===== src/rtl/mem_access_pkg.sv =====
// Shared encodings for the load/store front-end: access sizes, FSM states, word width.
package mem_access_pkg;

  localparam int DATA_W = 32;

  localparam logic [1:0] SZ_BYTE = 2'b00;
  localparam logic [1:0] SZ_HALF = 2'b01;
  localparam logic [1:0] SZ_WORD = 2'b10;

  typedef enum logic [2:0] {
    IDLE = 3'd0,
    RD   = 3'd1,
    DATA = 3'd2,
    WR   = 3'd3,
    ERR  = 3'd4
  } state_e;

  // Encoding 2'b11 behaves as a word access, so bit 1 alone marks a full word.
  function automatic logic is_word(input logic [1:0] size);
    return size[1];
  endfunction

endpackage


===== src/rtl/lsu_lane_align.sv =====
// Combinational lane logic: extracts and extends a loaded byte/half, and merges
// store data into the read word for sub-word read-modify-write.
module lsu_lane_align
  import mem_access_pkg::*;
(
  input  logic [1:0]        i_size,
  input  logic              i_unsigned,
  input  logic [1:0]        i_lane,
  input  logic [DATA_W-1:0] i_rdata,
  input  logic [DATA_W-1:0] i_wdata,
  output logic [DATA_W-1:0] o_load,
  output logic [DATA_W-1:0] o_merged
);

  function automatic logic [DATA_W-1:0] ext_byte(input logic [7:0] b, input logic uns);
    logic signed [7:0]        sb;
    logic signed [DATA_W-1:0] sw;
    sb = b;
    sw = DATA_W'(sb);
    return uns ? {{(DATA_W-8){1'b0}}, b} : sw;
  endfunction

  function automatic logic [DATA_W-1:0] ext_half(input logic [15:0] h, input logic uns);
    logic signed [15:0]       sh;
    logic signed [DATA_W-1:0] sw;
    sh = h;
    sw = DATA_W'(sh);
    return uns ? {{(DATA_W-16){1'b0}}, h} : sw;
  endfunction

  logic [4:0] w_byte_lsb;
  logic [4:0] w_half_lsb;
  logic [7:0]  w_byte;
  logic [15:0] w_half;

  assign w_byte_lsb = {i_lane, 3'b000};
  assign w_half_lsb = {i_lane[1], 4'b0000};
  assign w_byte     = i_rdata[w_byte_lsb +: 8];
  assign w_half     = i_rdata[w_half_lsb +: 16];

  always_comb begin
    o_load   = i_rdata;
    o_merged = i_wdata;
    case (i_size)
      SZ_BYTE: begin
        o_load   = ext_byte(w_byte, i_unsigned);
        o_merged = i_rdata;
        o_merged[w_byte_lsb +: 8] = i_wdata[7:0];
      end
      SZ_HALF: begin
        o_load   = ext_half(w_half, i_unsigned);
        o_merged = i_rdata;
        o_merged[w_half_lsb +: 16] = i_wdata[15:0];
      end
      default: begin
        o_load   = i_rdata;
        o_merged = i_wdata;
      end
    endcase
  end

endmodule


===== src/rtl/mem_access_unit.sv =====
// Load/store front-end for a word-wide memory without byte enables.
// Optional MISALIGN_TRAP_EN: misaligned half/word accesses complete with resp_err.
module mem_access_unit #(
  parameter int ADDR_W = 10,
  parameter int DATA_W = 32
) (
  input  logic              clk,
  input  logic              reset_n,
  input  logic              req_valid,
  output logic              req_ready,
  input  logic              req_we,
  input  logic [1:0]        req_size,
  input  logic              req_unsigned,
  input  logic [ADDR_W-1:0] req_addr,
  input  logic [DATA_W-1:0] req_wdata,
  output logic              resp_valid,
  output logic [DATA_W-1:0] resp_rdata,
  output logic              resp_err,
  output logic              mem_en,
  output logic              mem_we,
  output logic [ADDR_W-3:0] mem_addr,
  output logic [DATA_W-1:0] mem_wdata,
  input  logic [DATA_W-1:0] mem_rdata
);

  import mem_access_pkg::*;

  state_e            r_state;
  state_e            w_next;
  logic              r_we;
  logic [1:0]        r_size;
  logic              r_unsigned;
  logic [ADDR_W-1:0] r_addr;
  logic [DATA_W-1:0] r_wdata;
  logic              r_resp_valid;
  logic [DATA_W-1:0] r_resp_rdata;
  logic [ADDR_W-1:0] w_addr_aligned;
  logic [DATA_W-1:0] w_load;
  logic [DATA_W-1:0] w_merged;

  // Low address bits that cannot matter for the size are cleared at capture.
  always_comb begin
    w_addr_aligned = req_addr;
    if (is_word(req_size))
      w_addr_aligned[1:0] = 2'b00;
    else if (req_size == SZ_HALF)
      w_addr_aligned[0] = 1'b0;
  end

`ifdef MISALIGN_TRAP_EN
  logic w_misalign;
  logic r_resp_err;
  assign w_misalign = ((req_size == SZ_HALF) && req_addr[0]) ||
                      (is_word(req_size) && (req_addr[1:0] != 2'b00));
  assign resp_err   = r_resp_err;
`else
  assign resp_err = 1'b0;
`endif

  lsu_lane_align u_align (
    .i_size     (r_size),
    .i_unsigned (r_unsigned),
    .i_lane     (r_addr[1:0]),
    .i_rdata    (mem_rdata),
    .i_wdata    (r_wdata),
    .o_load     (w_load),
    .o_merged   (w_merged)
  );

  always_ff @(posedge clk or negedge reset_n) begin
    if (!reset_n) r_state <= IDLE;
    else          r_state <= w_next;
  end

  always_comb begin
    w_next    = r_state;
    req_ready = 1'b0;
    mem_en    = 1'b0;
    mem_we    = 1'b0;
    mem_addr  = '0;
    mem_wdata = '0;
    case (r_state)
      IDLE: begin
        req_ready = 1'b1;
        if (req_valid) begin
`ifdef MISALIGN_TRAP_EN
          if (w_misalign)
            w_next = ERR;
          else
`endif
          if (req_we && is_word(req_size))
            w_next = WR;
          else
            w_next = RD;
        end
      end
      RD: begin
        mem_en   = 1'b1;
        mem_addr = r_addr[ADDR_W-1:2];
        w_next   = DATA;
      end
      DATA: w_next = r_we ? WR : IDLE;
      WR: begin
        mem_en    = 1'b1;
        mem_we    = 1'b1;
        mem_addr  = r_addr[ADDR_W-1:2];
        mem_wdata = r_wdata;
        w_next    = IDLE;
      end
`ifdef MISALIGN_TRAP_EN
      ERR: w_next = IDLE;
`endif
      default: w_next = IDLE;
    endcase
  end

  // r_wdata doubles as the merge buffer so WR always drives from one register.
  always_ff @(posedge clk or negedge reset_n) begin
    if (!reset_n) begin
      r_we         <= 1'b0;
      r_size       <= SZ_BYTE;
      r_unsigned   <= 1'b0;
      r_addr       <= '0;
      r_wdata      <= '0;
      r_resp_valid <= 1'b0;
      r_resp_rdata <= '0;
`ifdef MISALIGN_TRAP_EN
      r_resp_err   <= 1'b0;
`endif
    end else begin
      r_resp_valid <= 1'b0;
      case (r_state)
        IDLE: begin
          if (req_valid) begin
            r_we       <= req_we;
            r_size     <= req_size;
            r_unsigned <= req_unsigned;
            r_addr     <= w_addr_aligned;
            r_wdata    <= req_wdata;
          end
        end
        DATA: begin
          if (r_we) begin
            r_wdata <= w_merged;
          end else begin
            r_resp_valid <= 1'b1;
            r_resp_rdata <= w_load;
`ifdef MISALIGN_TRAP_EN
            r_resp_err   <= 1'b0;
`endif
          end
        end
        WR: begin
          r_resp_valid <= 1'b1;
          r_resp_rdata <= '0;
`ifdef MISALIGN_TRAP_EN
          r_resp_err   <= 1'b0;
`endif
        end
`ifdef MISALIGN_TRAP_EN
        ERR: begin
          r_resp_valid <= 1'b1;
          r_resp_rdata <= '0;
          r_resp_err   <= 1'b1;
        end
`endif
        default: ;
      endcase
    end
  end

  assign resp_valid = r_resp_valid;
  assign resp_rdata = r_resp_rdata;

endmodule


===== config.mk =====
export PLATFORM = sky130hd
export DESIGN_NAME = mem_access_unit
export DESIGN_NICKNAME = d
export VERILOG_FILES = /design/src/rtl/mem_access_pkg.sv /design/src/rtl/lsu_lane_align.sv /design/src/rtl/mem_access_unit.sv
export SDC_FILE = /design/constraint.sdc
export NUM_CORES = 1
export LEC_CHECK = 0
export ABC_AREA = 1
export CAP_MARGIN = 20
export CORE_ASPECT_RATIO = 1.25
export CORE_MARGIN = 3
export CORE_UTILIZATION = 39
export DETAILED_ROUTE_END_ITERATION = 8
export GPL_TIMING_DRIVEN = 0
export PLACE_DENSITY = 0.68
export RECOVER_POWER = 50
export SLEW_MARGIN = 15
export SYNTH_ARGS = -nofsm -noshare
export SYNTH_HDL_FRONTEND = slang
export SYNTH_SLANG_ARGS = --single-unit

===== constraint.sdc =====
create_clock -name clk -period 5 [get_ports clk]
set_clock_uncertainty 0.2 [all_clocks]
set_input_delay 1 -clock clk [delete_from_list [all_inputs] [get_ports clk]]
set_output_delay 1 -clock clk [all_outputs]
set_load 0.03 [all_outputs]

### After elaboration in Yosys (flattened, before gate mapping)

Index checks and enable logic that the tools add are counted.

| storage, ports and cells | value |
|---|---|
| output and inout bits | 77 |
| bits in registers | 82 |
| logic and storage cells | 59 |
| input bits | 81 |

| cells by class | value |
|---|---|
| reduce and logical (&&, ||, !) cells | 9 |
| multiplexer cells | 25 |
| equality and inequality tests | 9 |
| shift operators | 6 |
| $add $sub $neg | 2 |

Operator list:

| operator | number |
|---|---|
| $pmux 32 s2 | 4 |
| $mux 32 | 6 |
| $bwmux 32 | 2 |
| $shift 16x7->32 const A | 1 |
| $shift 8x7->32 const A | 1 |
| $shiftx 16x7->32 | 1 |
| $shiftx 32x6->16 | 1 |
| $shiftx 32x6->8 | 1 |
| $shiftx 8x7->32 | 1 |
| $neg 5->7 | 2 |
| $pmux 3 s3 | 1 |
| $mux 8 | 1 |
| $mux 1 | 7 |
| $eq 3x2->1 const B | 2 |
| $ne 2x2->1 const B | 3 |
| $eq 2x1->1 const B | 2 |
| $mux 2 | 2 |
| $reduce_and 2->1 | 2 |
| $reduce_and 4->1 | 1 |
| $reduce_bool 2->1 | 2 |
| $eq 3x1->1 const B | 1 |
| $logic_not 3->1 | 1 |
| $mux 3 | 1 |
| $ne 3x1->1 const B | 1 |
| 4 further kinds | 4 |

### Logic depth before layout (Yosys ltp)

Gate-level depths: netlist of the first run.

| depth | value |
|---|---|
| word-level depth | 6 |
| gate-level depth with buffers | 11 |
| mapped depth without buffers | 9 |

### Modules after synthesis

A second synthesis of the first run with hierarchy kept.

| second synthesis, totals | value |
|---|---|
| cell total of the unflattened synthesis | 945 |
| area total of the unflattened synthesis | 5873.1 sq um |

By module, submodules not included:

| module | cells an instance | sequential area each (sq um) | instances | area an instance (sq um) |
|---|---|---|---|---|
| mem_access_unit | 542 | 2026.9 | 1 | 3937.5 |
| lsu_lane_align | 403 | 0.0 | 1 | 1935.6 |

### Worst setup path after synthesis of the first run

OpenSTA, ideal clock, no wires.

| timing | value |
|---|---|
| path kind | register to output |
| from | reg r_state[0] |
| to | out mem_wdata[10] |
| setup slack | 2.395 ns |
| stages on the path, launching flop included | 5 |
| arrival time | 1.405 ns |
| path through | dfrtp_1 > buf_2 > nand2_1 > clkbuf_1 > nor2_1 |

| between the ends | value |
|---|---|
| word-level cells in the longest chain between the ends | 2 |

Ends and longest elaborated chain:

| item | line | RTL |
|---|---|---|
| start: declaration | mem_access_unit.sv:28 | `state_e r_state;` |
| start signal: assignment | mem_access_unit.sv:72 | `else r_state <= w_next;` |
| $eq 3x2->1 | mem_access_unit.sv:82 | `case (r_state)` |
| $mux 32 | mem_access_unit.sv:82 |  |
| end: declaration | mem_access_unit.sv:22 | `output logic [DATA_W-1:0] mem_wdata,` |

Every way passes these cells.

### Final worst setup path of the first run

| timing | value |
|---|---|
| from | reg r_state[0] |
| to | out mem_wdata[9] |

The elaborated chain is that of the path after synthesis.

==> key figures, run 1 <==
Die
  • Die Area: 0.0150 mm^2
  • Die Y: 136 um
  • Core ar.: 0.0133 mm^2
  • Die X: 110 um
  • I/O Pins: 158
  • Row Count: 47
  • Initial Util: 39.9%

Timing
  • Min Tclk post-route: 3.98 ns
  • Final Slew Violations: 41
  • Final hold violation count: 0
  • F_max: 251 MHz
  • Worst slew pin tran: 2.18 ns
  • Final setup violation count: 0
  • RSZ-0062 raised after global routing: false
  • Final period util: 79.7%
  • Max_slew headroom: -45.2%

Logic synthesis
  • Yosys cell types: 29
  • Syn_nets: 898
  • Post-synth top area cell: dfrtp_1
  • Synth Cell Area: 0.00530 mm^2
  • Share of the synthesized area in the top cell type: 38.2%
  • Post-synthesis sequential area ratio: 38.2%
  • Yosys warns: 0
  • Top post-synthesis cells by area: dfrtp_1, nand2_1, inv_1
  • Post-synthesis average cell area: 6.53 um^2
  • Synthesized flop and latch total: 81
  • Cells after synthesis: 812

Global route
  • First-pass GRT wire length: 28.7 mm
  • Total track usage: 25.2%
  • GRT Residual Overflow: 0
  • Vias in the first global route: 5472
  • Initial antenna violation count: 0
  • Largest net degree at the start of global routing: 42

Route
  • Vias per std cell: 4.99
  • Initial DRC Count: 453
  • Via count: 5767
  • WL/cell: 16.0 um
  • Drt pass-1 iters: 6
  • Detailed Route WL: 18.5 mm
  • Post-DRT Antenna Nets: 0
  • DRC: 0

Clocking
  • Post-CTS Hold Buffers: 0
  • Setup bufs post-CTS: 0
  • Worst-path clk slew: 0.06 ns
  • Htree depth: 3
  • TritonCTS Buffers: 9
  • Clk Latency, worst-skew pair: 0.34 ns
  • Clock tree root driver cell: clkbuf_16
  • CTS tree: done
  • Clock tree buffer depth: 2
  • Clock sinks: 81
  • Post-CTS sizing: 0

Worst setup path
  • Critical path fanouts, max: 10
  • FF-to-FF Start: r_state[0]
  • Critical path data arrival time: 2.78 ns
  • Critical path type: reg -> out
  • Crit path launch type: flop
  • Nature of the critical path endpoint: output pin
  • CP Launch Point: r_state[0]
  • Required @ worst endpoint: 3.80 ns

Cells and area
  • # diodes: 0
  • Layout Cells excl Fill: 1156
  • Design Area, Final: 0.00736 mm^2
  • Final nets: 1066
  • Syn-to-layout area delta: 38.8%
  • Fin util: 55.4%
  • Share of layout cells above drive strength 1: 5.89%

Run status
  • Status: finished, violations left
  • Failing checks: max-capacitance violations, max-slew violations

Pwr
  • Power per cell area: 623 mW/mm^2
  • Maximum vdd drop: 247 uV
  • Leak Pwr: 3.70 nW

Placed design
  • DP Cell Count: 1140
  • Hpwl dp: 14.8 mm
  • Dpl cell area: 0.00710 mm^2
  • # port buffers: 156
  • GPL Wtd Cong: 0.940

Worst hold path
  • Worst min path class: reg -> reg
  • Hold Path Origin: r_addr[4]

Job
  • Max-cap violation count: 1
## cells in the mapped netlist, drive strengths merged
| library cell | count |
|---|---|
| clkinv | 1 |
| o22ai | 17 |
| buf | 27 |
| clkbuf | 16 |
| dfrtp | 81 |
| nand3 | 44 |
| nand2 | 340 |
| o21a | 1 |
| a22oi | 26 |
| nor2 | 62 |
| inv | 98 |
| a21oi | 16 |
| o21ai | 64 |
| nor3 | 8 |
| ha | 5 |
| conb | 1 |
| a21boi | 5 |
## worst max-delay path: stages, from the launching register on
cell             delay [ns]
dfrtp_1                0.46
clkbuf_1               0.37
nand2_1                0.39
clkbuf_1               0.33
nor2_1                 0.19
clkdlybuf4s50_1        0.69
## cell families (layout without fill, tap and decap cells)
kind of cell / count (synthesis) / count (layout) / synth area share, %
simple gates: 454 / 454 / 35.0
fa+ha+maj: 5 / 5 / 1.18
compound gates: 129 / 129 / 14.4
buf+inv: 142 / 315 / 11.1
flops: 81 / 81 / 38.2
other cells: 1 / 1 / 0.0707
## sequential cells by signal, summed over array words and instances, names as in the netlist
name        flops
r_size          2
r_unsigned      1
r_we            1
r_state         2
r_addr         10
r_wdata        32
resp_rdata     32
resp_valid      1
## cell usage in the layout (no fill, tap or decap), types with 2 or more instances in the layout
cell type,count
a21boi_0,5
a21oi_1,15
a22oi_1,26
buf_1,2
buf_2,15
buf_4,2
buf_6,3
clkbuf_1,23
clkbuf_16,9
clkdlybuf4s50_1,154
clkinvlp_4,2
dfrtp_1,81
ha_1,5
inv_1,94
inv_2,4
nand2_1,334
nand2_2,5
nand3_1,44
nor2_1,52
nor2_2,7
nor2_4,2
nor3_1,8
o21ai_0,54
o21ai_1,9
o22ai_1,17
## where the power goes
| group | internal, mW | switching (mW) | total [mW] |
|---|---|---|---|
| Clock | 0.389 | 0.281 | 0.669 |
| Combinational | 0.968 | 1.82 | 2.79 |
| Sequential | 0.953 | 0.179 | 1.13 |
## per-layer routing
layer	share of wire, %	vias to the layer above	track usage, %
met5	0	-	0
met1	43	2654	33.8
met3	5.7	28	3.85
met2	49	201	41.5
li1	-	2884	-
met4	2.4	0	8.35
## path summary, 6_finish.rpt
kind / to / slack, ns / depth (start not counted)
setup reg to reg: resp_rdata[10] / 2.25 / 7
min in group asynchronous: r_wdata[26] / 1.08 / 1
max in group asynchronous: resp_rdata[19] / 2.26 / 1
hold reg to reg: r_addr[4] / 0.28 / 2
setup / recovery: mem_wdata[9] / 1.02 / 5
hold / removal: r_addr[4] / 0.28 / 2
## stage by stage
stage	hold WS, ns	worst slack, ns	TNS, ns	power, mW
floorplan	0.249	2.40	0	3.01
global placement	0.263	-0.129	-9.83	3.91
detailed placement	0.266	1.53	0	3.94
CTS	0.282	1.17	0	4.62
global route	0.294	0.826	0	4.97
finish	0.277	1.02	0	4.59
## cell type report
class / count / area, um^2
Fill cell: 1363 / 5930
Inverter: 99 / 372
Sequential cell: 81 / 2030
Buffer: 43 / 210
Clock buffer: 10 / 229
Multi-Input combinational cell: 589 / 2670
Timing Repair Buffer: 157 / 1580
Clock inverter: 6 / 67.6
Tap cell: 171 / 214
(Power assumes the default switching activity.)
==> run 2: changes to the inputs <==
- clock period: 5 -> 4.2 ns (I/O delays scaled with it)
==> run 2 against run 1 <==
Net effect: the run still ends with max-capacitance violations, max-slew violations left; setup slack worse by 0.43 ns; first-iteration DRC count down 3.8%; register-to-register slack worse by 0.70 ns; hold slack hardly changed; highest routed layer unchanged.
==> key figures, run 2 (synthesized netlist as in run 1, its figures left out) <==
Placed design
  • Hpwl dp: 14.8 mm (unchanged)
  • GPL Wtd Cong: 0.940 (unchanged)
  • Setup slack after placement: 0.893 ns (-0.640 ns)
  • # port buffers: 156 (unchanged)

Worst setup path
  • Critical path type: reg -> out
  • Critical path fanouts, max: 10 (unchanged)
  • Worst Reg-to-Reg Cells: 7 (unchanged)
  • Required @ worst endpoint: 3.16 ns (-0.64 ns)
  • Nature of the critical path endpoint: output pin
  • FF-to-FF End: resp_rdata[10]
  • Reg-to-reg setup timing slack: 1.55 ns (-0.70 ns)
  • FF-to-FF Start: r_state[0]
  • Critical path data arrival time: 2.58 ns (-0.20 ns)
  • Crit path launch type: flop

Worst hold path
  • Hold Path Depth: 2 (unchanged)
  • Hold Path Origin: r_wdata[17]
  • Worst min path class: reg -> reg
  • Hold Path End: r_wdata[17]

Clocking
  • Worst-path clk slew: 0.06 ns (about the same)
  • Clock sinks: 81 (unchanged)
  • Clk Latency, worst-skew pair: 0.34 ns (about the same)
  • Htree depth: 3 (unchanged)
  • Setup bufs post-CTS: 0 (unchanged)
  • Post-CTS sizing: 0 (unchanged)
  • Clock tree buffer depth: 2 (unchanged)
  • Post-CTS Hold Buffers: 0 (unchanged)
  • CTS tree: done
  • TritonCTS Buffers: 9 (unchanged)
  • Clock tree root driver cell: clkbuf_16

Die
  • Die X: 110 um (unchanged)
  • Initial Util: 39.9% (unchanged)
  • I/O Pins: 158 (unchanged)
  • Die Area: 0.0150 mm^2 (unchanged)
  • Die Y: 136 um (unchanged)
  • Core ar.: 0.0133 mm^2 (unchanged)
  • Row Count: 47 (unchanged)

Run status
  • Status: finished, violations left
  • Failing checks: max-capacitance violations, max-slew violations

Timing
  • Final setup violation count: 0 (unchanged)
  • Hold Slack: 0.277 ns (+0.0000860 ns)
  • F_max: 277 MHz
  • RSZ-0062 raised after global routing: false
  • Setup ws final: 0.584 ns (-0.432 ns)
  • Min Tclk post-route: 3.62 ns
  • Final Slew Violations: 42 (+2.4%)
  • Max_slew headroom: -40.2% (+5.0 points)
  • Final hold violation count: 0 (unchanged)
  • Final period util: 86.1%
  • Worst slew pin tran: 2.10 ns (-0.0743 ns)
  • Setup TNS: 0 ns (unchanged)

Cells and area
  • Syn-to-layout area delta: 38.6%
  • Final nets: 1066 (unchanged)
  • # diodes: 0 (unchanged)
  • Most frequent cells in the layout: nand2_1, clkdlybuf4s50_1, inv_1, dfrtp_1, o21ai_0
  • Commonest non-fill, non-tap cell in the layout: nand2_1
  • Share of layout cells above drive strength 1: 5.99% (+0.10 points)

Route
  • Post-DRT Antenna Nets: 0 (unchanged)
  • DRC: 0 (unchanged)
  • Detailed Route WL: 18.5 mm (about the same)
  • Vias per std cell: 4.95 (-0.80%)
  • WL/cell: 16.0 um (about the same)
  • Via count: 5721 (-0.80%)
  • Initial DRC Count: 436 (-3.8%)
  • Drt pass-1 iters: 6 (unchanged)

Global route
  • GRT Residual Overflow: 0 (unchanged)
  • Total track usage: 25.2% (unchanged)
  • Vias in the first global route: 5472 (unchanged)
  • Initial antenna violation count: 0 (unchanged)
  • First-pass GRT wire length: 28.7 mm (unchanged)
  • Largest net degree at the start of global routing: 42 (unchanged)

Pwr
  • Maximum vdd drop: 294 uV (+19%)
  • Power per cell area: 743 mW/mm^2 (+19%)
  • Leak Pwr: 3.70 nW (about the same)

Job
  • Max-cap violation count: 1 (unchanged)
run 2: cell types whose count changed in the layout (fill, tap and decap cells not counted):
cell / change
buf_12: -1
buf_4: +1
clkbuf_1: -1
clkbuf_2: +1
run 2: final cells by class:
class / count / area, um^2
clock inverter: 6 / 67.6
buffer: 43 / 214
tap: 171 / 214
inverter: 99 / 372
clock buffer: 10 / 229
multi-input combinational: 589 / 2670
fill: 1364 / 5940
timing repair buffer: 157 / 1560
sequential: 81 / 2030
run 2: per-layer routing:
| metal | vias up | track usage [%] | part of all wire (%) |
|---|---|---|---|
| met1 | 2602 | 33.8 | 42 |
| met5 | - | 0 | 0 |
| met4 | 0 | 8.35 | 2.2 |
| met3 | 23 | 3.85 | 6.1 |
| li1 | 2884 | - | - |
| met2 | 212 | 41.5 | 49 |
run 2: worst max-delay path by stage:
stage / startpoint / end / slack (ns)
6_report: r_state[0] / mem_wdata[8] / 0.58
5_1_grt: reset_n / r_unsigned / 0.38
4_1_cts: r_state[0] / mem_wdata[10] / 0.53
3_5_place_dp: r_state[0] / mem_wdata[10] / 0.89
3_3_place_gp: reset_n / r_addr[8] / -0.77
2_1_floorplan: r_state[0] / mem_wdata[10] / 1.76
run 2: power by group:
part / switching [mW] / leakage (nW) / total [mW] / internal [mW]
Combinational: 2.16 / 2.55 / 3.32 / 1.15
Sequential: 0.213 / 1.01 / 1.35 / 1.13
Clock: 0.333 / 0.139 / 0.796 / 0.463
Total: 2.71 / 3.70 / 5.46 / 2.75
run 2: worst max-delay path: stages, from the launching register on:
cell and delay, ns:
dfrtp_1 0.45, buf_2 0.26, nand2_1 0.31, clkbuf_1 0.33, nor2_1 0.18, clkdlybuf4s50_1 0.69
run 2: metrics by stage:
step                power [mW]  area [um^2]  utilization, %  cells
floorplan                 3.58         5300               -    812
global placement          4.65         7080            53.3   1139
detailed placement        4.69         7100            53.4   1140
CTS                       5.49         7390            55.6   1156
global route              5.92         7350            55.3   1156
finish                    5.46         7350            55.3   1156
==> run 3: changes to the inputs <==
- GPL_TIMING_DRIVEN: 0 -> unset
==> run 3 against run 2 <==
Net effect: the flow still finishes with violations (max-capacitance violations, max-slew violations); total power decreased by 1.6%; cell area decreased by 1.6%; global-route usage decreased by 1.6 points; critical endpoint is now mem_wdata[1]; largest cell class unchanged; highest routed layer unchanged.
==> key figures, run 3 (synthesized netlist as in run 1, its figures left out) <==
Run status
  • Status: finished, violations left
  • Failing checks: max-capacitance violations, max-slew violations

Global route
  • Vias in the first global route: 5230 (-4.4%)
  • Total track usage: 23.6% (-1.6 points)
  • GRT Residual Overflow: 0 (unchanged)
  • First-pass GRT wire length: 27.2 mm (-5.5%)
  • Largest net degree at the start of global routing: 82 (+95%)
  • Initial antenna violation count: 1 (+1)

Route
  • Detailed Route WL: 17.4 mm (-6.0%)
  • Drt pass-1 iters: 5 (-1)
  • Initial DRC Count: 401 (-8.0%)
  • Post-DRT Antenna Nets: 0 (unchanged)
  • WL/cell: 15.6 um (-2.7%)
  • Via count: 5658 (-1.1%)
  • DRC: 0 (unchanged)
  • Vias per std cell: 5.07 (+2.4%)

Worst setup path
  • Critical path fanouts, max: 33 (+23)
  • Critical path data arrival time: 2.17 ns (-0.41 ns)
  • Crit path launch type: flop
  • FF-to-FF End: resp_rdata[23]
  • Required @ worst endpoint: 3.16 ns (about the same)
  • Nature of the critical path endpoint: output pin
  • Critical path type: reg -> out
  • Critical Path End: mem_wdata[1]
  • Worst Reg-to-Reg Cells: 7 (unchanged)
  • FF-to-FF Start: r_state[0]
  • CP Launch Point: r_state[0]
  • Reg-to-reg setup timing slack: 1.54 ns (about the same)

Pwr
  • Part of the power in registers: 25.8% (+1.1 points)
  • Net Sw Frac: 48.9% (-0.68 points)
  • Leak Pwr: 3.67 nW (-0.90%)
  • Maximum vdd drop: 409 uV (+39%)
  • Combinational power share: 57.4% (-3.3 points)
  • Clock power share: 16.9% (+2.3 points)
  • P_sw: 2.63 mW (-2.9%)
  • Internal power: 2.74 mW (-0.26%)
  • Power per cell area: 743 mW/mm^2 (about the same)

Clocking
  • CTS tree: done
  • Clock sinks: 81 (unchanged)
  • Clock tree buffer depth: 2 (unchanged)
  • Worst-path clk slew: 0.06 ns (about the same)
  • TritonCTS Buffers: 9 (unchanged)
  • Post-CTS sizing: 0 (unchanged)
  • Clock tree root driver cell: clkbuf_16
  • Clk Latency, worst-skew pair: 0.34 ns (about the same)
  • Setup bufs post-CTS: 0 (unchanged)
  • Htree depth: 3 (unchanged)
  • Post-CTS Hold Buffers: 0 (unchanged)

Timing
  • Min Tclk post-route: 3.21 ns (-0.402 ns)
  • Final Slew Violations: 31 (-26%)
  • Worst slew pin tran: 1.59 ns (-0.516 ns)
  • Setup TNS: 0 ns (unchanged)
  • Max_slew headroom: -5.87% (+34 points)
  • Final hold violation count: 0 (unchanged)
  • Final period util: 76.5% (-9.6 points)
  • RSZ-0062 raised after global routing: false
  • Final setup violation count: 0 (unchanged)
  • F_max: 311 MHz (+12%)

Die
  • Initial Util: 39.9% (unchanged)
  • Die X: 110 um (unchanged)
  • Row Count: 47 (unchanged)
  • Die Area: 0.0150 mm^2 (unchanged)
  • I/O Pins: 158 (unchanged)
  • Core ar.: 0.0133 mm^2 (unchanged)
  • Die Y: 136 um (unchanged)

Cells and area
  • Commonest non-fill, non-tap cell in the layout: nand2_1
  • Syn-to-layout area delta: 36.4%
  • Final nets: 1027 (-3.7%)
  • Fillers: 1357 (-0.51%)
  • Share of layout cells above drive strength 1: 4.97% (-1.0 points)
  • Most frequent cells in the layout: nand2_1, clkdlybuf4s50_1, inv_1, dfrtp_1, o21ai_0
  • Design Area, Final: 0.00723 mm^2 (-1.6%)

Placed design
  • Dpl cell area: 0.00689 mm^2 (-2.9%)
  • Hpwl dp: 13.2 mm (-11%)
  • # port buffers: 156 (unchanged)
  • GPL Wtd Cong: 0.994 (+5.7%)

Job
  • Max-cap violation count: 1 (unchanged)

Worst hold path
  • Worst min path class: reg -> reg
-- run 3: cell count changes in the layout (fill, tap and decap cells not counted), moves of 2 or more --
| cell | delta |
|---|---|
| buf_6 | -3 |
| dlygate4sd3_1 | +23 |
| nand2_1 | -2 |
| clkbuf_1 | -21 |
| buf_2 | -15 |
| clkdlybuf4s50_1 | -23 |
| nor2_1 | -2 |
| bufinv_16 | +2 |
| buf_1 | -2 |
-- run 3: worst min-delay path by stage --
stage,slack (ns),cells past startpoint,to,from
detailed placement,0.27,2,r_addr[8],r_addr[8]
global route,0.29,2,resp_rdata[11],resp_rdata[11]
CTS,0.28,2,resp_rdata[10],resp_rdata[10]
global placement,0.26,2,r_addr[7],r_addr[7]
floorplan,0.25,2,r_wdata[16],r_wdata[16]
finish,0.27,2,resp_rdata[4],resp_rdata[4]
-- run 3: power by group through the flow --
| stage | combinational (mW) | sequential, mW | clock (mW) |
|---|---|---|---|
| 6_report | 3.08 | 1.38 | 0.906 |
| 4_1_cts | 3.13 | 1.38 | 0.918 |
| 2_1_floorplan | 2.03 | 1.55 | 0 |
| 3_5_place_dp | 3.11 | 1.40 | 0 |
| 5_1_grt | 3.45 | 1.42 | 0.952 |
| 3_3_place_gp | 3.09 | 1.39 | 0 |
-- run 3: per-layer routing --
metal  vias up  share of wire [%]  global-route usage [%]
met2       239                 49                    39.2
met5         -                  0                       0
met4         0                2.8                    9.24
met3        33                6.4                    3.90
met1      2589                 42                    30.5
li1       2797                  -                       -
-- run 3: worst max-delay path, cell delays in order (launching register included) --
cell             delay [ns]
dfrtp_1                0.62
nand2_1                0.10
buf_4                  0.26
nor2_1                 0.15
clkdlybuf4s50_1        0.68
-- run 3: final cells by class --
cell class	count	area, um^2	area share (%)
Clock buffer	9	225	3.11
Clock inverter	6	115	1.59
Sequential cell	81	2030	28.0
Multi-Input combinational cell	589	2690	37.1
Tap cell	171	214	2.96
Timing Repair Buffer	161	1590	22.0
Inverter	99	372	5.14
Antenna cell	1	2.50	0.0346
-- run 3: metrics by stage --
step	hold WS (ns)	setup WS, ns	instances	power, mW	util, %
after floorplan	0.249	1.76	812	3.58	-
after global placement	0.262	1.36	1100	4.47	51.8
after detailed placement	0.265	1.33	1100	4.51	51.8
after CTS	0.282	0.934	1115	5.43	54.4
after global routing	0.291	0.612	1117	5.82	54.4
final	0.272	0.986	1117	5.37	54.4
